===== config.mk =====
export PLATFORM = sky130hd
export DESIGN_NAME = mem_stage
export DESIGN_NICKNAME = d
export VERILOG_FILES = /design/src/rtl/mem_stage.sv
export SDC_FILE = /design/constraint.sdc
export NUM_CORES = 1
export LEC_CHECK = 0
export CORE_UTILIZATION = 40
export DETAILED_ROUTE_END_ITERATION = 16
export PLACE_DENSITY_LB_ADDON = 0.2
export SLEW_MARGIN = 20
export SYNTH_ARGS = -nofsm -noshare
export SYNTH_HDL_FRONTEND = slang
export SYNTH_SLANG_ARGS = --single-unit

===== constraint.sdc =====
create_clock -name clk_i -period 17.5 [get_ports clk_i]
set_input_delay 1.75 -clock clk_i [delete_from_list [all_inputs] [get_ports clk_i]]
set_output_delay 1.75 -clock clk_i [all_outputs]
set_load 0.05 [all_outputs]

===== src/rtl/mem_stage.sv =====
// Pipeline MEM stage: issues data-memory accesses over a req/ack handshake,
// stalls upstream while an access is outstanding and registers MEM/WB outputs.
module mem_stage #(
  parameter int TIMEOUT = 255,
  parameter int CNT_W   = 16
) (
  input  logic        clk_i,
  input  logic        rst_i,
  input  logic [31:0] ALUResult_i,
  input  logic [31:0] VALUResult_i,
  input  logic [31:0] RDData_i,
  input  logic [4:0]  RDaddr_i,
  input  logic        RegWrite_i,
  input  logic        MemToReg_i,
  input  logic        MemRead_i,
  input  logic        MemWrite_i,
  input  logic [31:0] instr_i,
  output logic        stall_o,
  output logic        dmem_req_o,
  output logic        dmem_we_o,
  output logic [31:0] dmem_addr_o,
  output logic [31:0] dmem_wdata_o,
  input  logic        dmem_ack_i,
  input  logic [31:0] dmem_rdata_i,
  output logic [31:0] ALUResult_o,
  output logic [31:0] VALUResult_o,
  output logic [31:0] MemData_o,
  output logic [4:0]  RDaddr_o,
  output logic        RegWrite_o,
  output logic        MemToReg_o,
  output logic [31:0] instr_o,
  output logic        misalign_o,
  output logic        timeout_o
);

  typedef enum logic [1:0] {S_IDLE, S_BUSY, S_DONE} state_e;

  localparam logic [CNT_W-1:0] TIMEOUT_C = CNT_W'(TIMEOUT);

  state_e             state_q, state_d;
  logic [CNT_W-1:0]   cnt_q, cnt_d;
  logic [31:0]        addr_q, addr_d;
  logic [31:0]        wdata_q, wdata_d;
  logic               we_q, we_d;
  logic [31:0]        rdata_q, rdata_d;
  logic               abort_q, abort_d;

  logic [31:0]        alu_q, alu_d;
  logic [31:0]        valu_q, valu_d;
  logic [31:0]        memdata_q, memdata_d;
  logic [4:0]         rdaddr_q, rdaddr_d;
  logic               regwrite_q, regwrite_d;
  logic               memtoreg_q, memtoreg_d;
  logic [31:0]        instr_q, instr_d;
  logic               misalign_q, misalign_d;

  logic               stall_c;
  logic               memop;
  logic               aligned;
  logic [CNT_W-1:0]   cnt_inc;

  assign memop   = MemRead_i | MemWrite_i;
  assign aligned = (ALUResult_i[1:0] == 2'b00);
  assign cnt_inc = cnt_q + 1'b1;

  always_comb begin
    // NOTE: every signal written here gets a default first so no path can infer a latch.
    state_d    = state_q;
    cnt_d      = cnt_q;
    addr_d     = addr_q;
    wdata_d    = wdata_q;
    we_d       = we_q;
    rdata_d    = rdata_q;
    abort_d    = abort_q;
    alu_d      = alu_q;
    valu_d     = valu_q;
    memdata_d  = memdata_q;
    rdaddr_d   = rdaddr_q;
    regwrite_d = regwrite_q;
    memtoreg_d = memtoreg_q;
    instr_d    = instr_q;
    misalign_d = 1'b0;
    stall_c    = 1'b0;

    unique case (state_q)
      S_IDLE: begin
        if (memop && aligned) begin
          stall_c    = 1'b1;
          addr_d     = {ALUResult_i[31:2], 2'b00};
          wdata_d    = RDData_i;
          we_d       = MemWrite_i;
          rdata_d    = '0;
          abort_d    = 1'b0;
          cnt_d      = '0;
          state_d    = S_BUSY;
          regwrite_d = 1'b0;
          memtoreg_d = 1'b0;
          rdaddr_d   = '0;
          instr_d    = '0;
        end else begin
          alu_d      = ALUResult_i;
          valu_d     = VALUResult_i;
          memdata_d  = '0;
          rdaddr_d   = RDaddr_i;
          regwrite_d = RegWrite_i & ~memop;
          memtoreg_d = MemToReg_i & ~memop;
          instr_d    = instr_i;
          misalign_d = memop;
        end
      end

      S_BUSY: begin
        stall_c    = 1'b1;
        regwrite_d = 1'b0;
        memtoreg_d = 1'b0;
        rdaddr_d   = '0;
        instr_d    = '0;
        // An ack on the final allowed cycle still wins over the timeout.
        if (dmem_ack_i) begin
          if (!we_q) rdata_d = dmem_rdata_i;
          cnt_d   = '0;
          state_d = S_DONE;
        end else if (cnt_inc == TIMEOUT_C) begin
          abort_d = 1'b1;
          cnt_d   = '0;
          state_d = S_DONE;
        end else begin
          cnt_d = cnt_inc;
        end
      end

      S_DONE: begin
        alu_d      = ALUResult_i;
        valu_d     = VALUResult_i;
        memdata_d  = abort_q ? 32'h0 : rdata_q;
        rdaddr_d   = RDaddr_i;
        regwrite_d = RegWrite_i & ~abort_q;
        memtoreg_d = MemToReg_i & ~abort_q;
        instr_d    = instr_i;
        state_d    = S_IDLE;
      end

      default: state_d = S_IDLE;
    endcase
  end

  // NOTE: sequential state uses non-blocking assignments so every register samples pre-edge values.
  always_ff @(posedge clk_i or posedge rst_i) begin
    if (rst_i) begin
      state_q    <= S_IDLE;
      cnt_q      <= '0;
      addr_q     <= '0;
      wdata_q    <= '0;
      we_q       <= 1'b0;
      rdata_q    <= '0;
      abort_q    <= 1'b0;
      alu_q      <= '0;
      valu_q     <= '0;
      memdata_q  <= '0;
      rdaddr_q   <= '0;
      regwrite_q <= 1'b0;
      memtoreg_q <= 1'b0;
      instr_q    <= '0;
      misalign_q <= 1'b0;
    end else begin
      state_q    <= state_d;
      cnt_q      <= cnt_d;
      addr_q     <= addr_d;
      wdata_q    <= wdata_d;
      we_q       <= we_d;
      rdata_q    <= rdata_d;
      abort_q    <= abort_d;
      alu_q      <= alu_d;
      valu_q     <= valu_d;
      memdata_q  <= memdata_d;
      rdaddr_q   <= rdaddr_d;
      regwrite_q <= regwrite_d;
      memtoreg_q <= memtoreg_d;
      instr_q    <= instr_d;
      misalign_q <= misalign_d;
    end
  end

  // Reset gates the combinational stall so a held memop cannot re-raise it mid-reset.
  assign stall_o      = stall_c & ~rst_i;
  assign dmem_req_o   = (state_q == S_BUSY);
  assign dmem_we_o    = dmem_req_o & we_q;
  assign dmem_addr_o  = dmem_req_o ? addr_q  : 32'h0;
  assign dmem_wdata_o = dmem_req_o ? wdata_q : 32'h0;
  assign timeout_o    = (state_q == S_DONE) & abort_q;

  assign ALUResult_o  = alu_q;
  assign VALUResult_o = valu_q;
  assign MemData_o    = memdata_q;
  assign RDaddr_o     = rdaddr_q;
  assign RegWrite_o   = regwrite_q;
  assign MemToReg_o   = memtoreg_q;
  assign instr_o      = instr_q;
  assign misalign_o   = misalign_q;

endmodule


==> results.yml <==
worst_setup_path:
  worstPathMaxFanout: 6
  crit_slowest_cell: "clkdlybuf4s50_1"
  slowest_delay_ps: 860
  critPathMostFrequentCell: "clkdlybuf4s50_1"
  cp.arrival_ps: 4090
  worst_setup_path_start_kind: "input port"
  cp_num_buf_inv: 2
  cp-end-kind: "output port"
  path_class: "input port to output port"
  cpLargestDelayFamily: "buffers and inverters"
  required_ps: 15750
  worstPathCellList: "clkdlybuf4s50_1 > o21ai_0 > or3_2 > a21oi_1 > clkdlybuf4s50_1"
floorplanning:
  start_util: 0.411
  std_cell_rows: 58
  dieArea_um2: 26700
  ios: 376
  dieHeight_um: 163
  die_w_um: 163
  core_region_area_um2: 25300
synth:
  ys_async_sr_fraction: 1.00
  ys_seq_elements: 250
  syn_inst: 1017
  ys_warn_count: 0
  synth_cell_types: 44
  synth_area_um2: 10400
  ys.flop_type: "dfrtp_1"
  synth_edf_count: 0
  avgSynthCellArea_um2: 10.2
  ys_seq_area_frac: 0.601
pwr:
  power_density_nw_per_um2: 192
  netSwitchingFraction: 0.437
  pwr-share-comb: 0.477
  p_leak_uw: 0.00695
  power.total_uw: 2950
  net-switching-power_uw: 1290
  power.internal_uw: 1660
  power_frac_seq: 0.309
  ir_drop_mv: 0.125
  clkPwrFrac: 0.214
flow_run:
  maxCapViolations: 0
finish:
  fillers: 2106
  layout.nets: 1545
  layout-drive-gt1-share: 0.102
  syn2layout_area_growth_pct: 48.1
  multi_input_area_um2: 3880
  seq_area_um2: 6260
routing:
  drt-total-wl_um: 31200
  wl_met2_um: 15000
  vias: 8598
  viasPerCell: 5.00
  firstDrtPassIters: 5
  highest_layer: "met4"
  initialDrtViolationCount: 612
  met1_length_um: 12700
  wl_met3_um: 2650
  postRouteAntennaNets: 0
  drc_errors: 0
  wl_per_cell_um: 18.1
place:
  dp_hpwl_um: 21400
  globalplace.congestion: 0.806
  port_buffers: 373
clock_tree:
  cts_setup_buffers: 0
  htreeDepth: 1
  cts_resized: 0
  cts_hold_buf: 0
  cts-root-buf: "clkbuf_16"
  cts_tree: "built"
  numCtsBuffers: 28
  clk_latency_ps: 540
  cts.sinks: 250
  clock_path_buffers: 3
  path_clk_slew_ps: 60
timing:
  min_period_ps: 5840
  setup_violations: 0
  setup_tns_ps: 0
  grt_setup_unrepaired: "false"
  slew_violations: 0
  maxSlewHeadroom: 0.372
  final-hold-violation-count: 0
  clock_skew_ps: 9.69
  clock.fmax_mhz: 171
  min_period_over_period: 0.334
  worst_pin_slew_ps: 942
grt:
  grt_use_total: 0.233
  grt.overflow.total: 0
  grt_max_degree: 113
  grt_pass1_vias: 8815
  grt_pass1_wl_um: 48700
  antenna_found_initial: 1
worst_hold_path:
  hold_class: "register to register"
outcome:
  outcome: "finished, final reports clean"
flip-flops by register name, summed over array words and instances, names as in the netlist:
signal / flops
ALUResult_o: 32
MemData_o: 32
VALUResult_o: 32
instr_o: 32
rdata_q: 32
wdata_q: 32
addr_q: 30
cnt_q: 16
RDaddr_o: 5
state_q: 2
MemToReg_o: 1
RegWrite_o: 1
abort_q: 1
misalign_o: 1
we_q: 1
layout make-up:
class,instances,share of cell area
antenna,1,0.000162
timing repair buffer,384,0.248
tap,330,0.0268
clock buffer,36,0.0514
clock inverter,14,0.0131
inverter,12,0.00341
sequential,250,0.406
multi-input combinational,691,0.252
routing by layer:
layer | vias up | GRT usage
met3 | 57 | 0.0734
met5 | - | 0
met4 | 0 | 0.0705
met1 | 4160 | 0.296
li1 | 4047 | -
met2 | 334 | 0.380
tightest hold or removal path, stage by stage (launching register included):
cell and delay, ps:
dfrtp_1 340, nand2_1 50, nand2_1 50
worst paths after layout:
kind | startpoint | end | slack, ps | cells after the start
worst min register to register | rdata_q[8] | rdata_q[8] | 460 | 2
worst max register to register | state_q[1] | cnt_q[0] | 13730 | 8
worst max-delay path | MemWrite_i | stall_o | 11660 | 5
max in group asynchronous | rst_i | VALUResult_o[26] | 14230 | 3
min in group asynchronous | rst_i | addr_q[11] | 1800 | 2
worst min-delay path | rdata_q[8] | rdata_q[8] | 460 | 2
power by group through the flow:
stage | logic [uW] | registers [uW] | clock network (uW)
6_report | 1410 | 911 | 632
5_1_grt | 1490 | 935 | 662
4_1_cts | 1420 | 911 | 643
3_5_place_dp | 1420 | 917 | 0
3_3_place_gp | 1410 | 910 | 0
2_1_floorplan | 505 | 1320 | 0
layout by cell type (no fill, tap or decap), types with 2 or more instances in the layout:
master | netlist | layout
mux2_2 | 66 | 66
mux2i_1 | 2 | 2
xnor2_1 | 3 | 3
conb_1 | 1 | 2
dfrtp_1 | 250 | 250
and2_1 | 65 | 65
or3_2 | 1 | 3
clkbuf_16 | 0 | 29
a22o_1 | 43 | 43
ha_1 | 6 | 5
inv_1 | 12 | 11
o21ai_1 | 2 | 2
a21oi_1 | 11 | 11
buf_4 | 2 | 11
clkbuf_8 | 0 | 4
or3_1 | 7 | 5
clkdlybuf4s50_1 | 0 | 373
o21ai_2 | 2 | 2
nor2_1 | 18 | 17
and3_1 | 2 | 2
nand3_1 | 42 | 42
o31ai_2 | 2 | 2
clkbuf_1 | 51 | 3
bufinv_16 | 0 | 5
o21ai_0 | 48 | 47
or4_1 | 2 | 2
nand4_1 | 2 | 2
nand2_1 | 336 | 336
nor3_1 | 11 | 9
clkinv_2 | 0 | 7
nor3_2 | 0 | 2
o31ai_1 | 2 | 2
nor4_1 | 2 | 2
a21o_1 | 2 | 2
cells by family (layout without fill, tap and decap cells):
logic type	Yosys count	in the layout	share of synthesized area
muxes	68	68	0.0733
xor gates and xnor gates	4	4	0.00337
adders and majority gates	6	6	0.00721
and+or+nand+nor	495	495	0.209
AOI/OAI and AO/OA	116	116	0.0760
other	1	3	0.000360
buffers and inverters	77	446	0.0297
DFF	250	250	0.601
stage by stage:
step,area [um^2],worst slack (ps),hold slack (ps),cells,util
3_3_place_gp,14400,11690,448,1667,0.569
3_5_place_dp,14400,11690,455,1667,0.569
4_1_cts,15400,11660,469,1717,0.609
2_1_floorplan,10400,8880,437,1018,-
5_1_grt,15400,11560,481,1717,0.609
6_report,15400,11660,463,1718,0.609
Yosys cell counts, types with 3 or more instances:
cell type	n	area (um^2)
a21oi_1	11	55.1
a22o_1	43	377
and2_1	65	407
buf_1	7	26.3
buf_2	3	15.0
clkbuf_1	51	191
dfrtp_1	250	6260
ha_1	6	75.1
inv_1	12	45.0
mux2_2	66	743
nand2_1	336	1260
nand3_1	42	210
nor2_1	18	67.6
nor3_1	11	55.1
o21ai_0	48	240
or3_1	7	43.8
xnor2_1	3	26.3
Power figures use the tool's default switching activity.
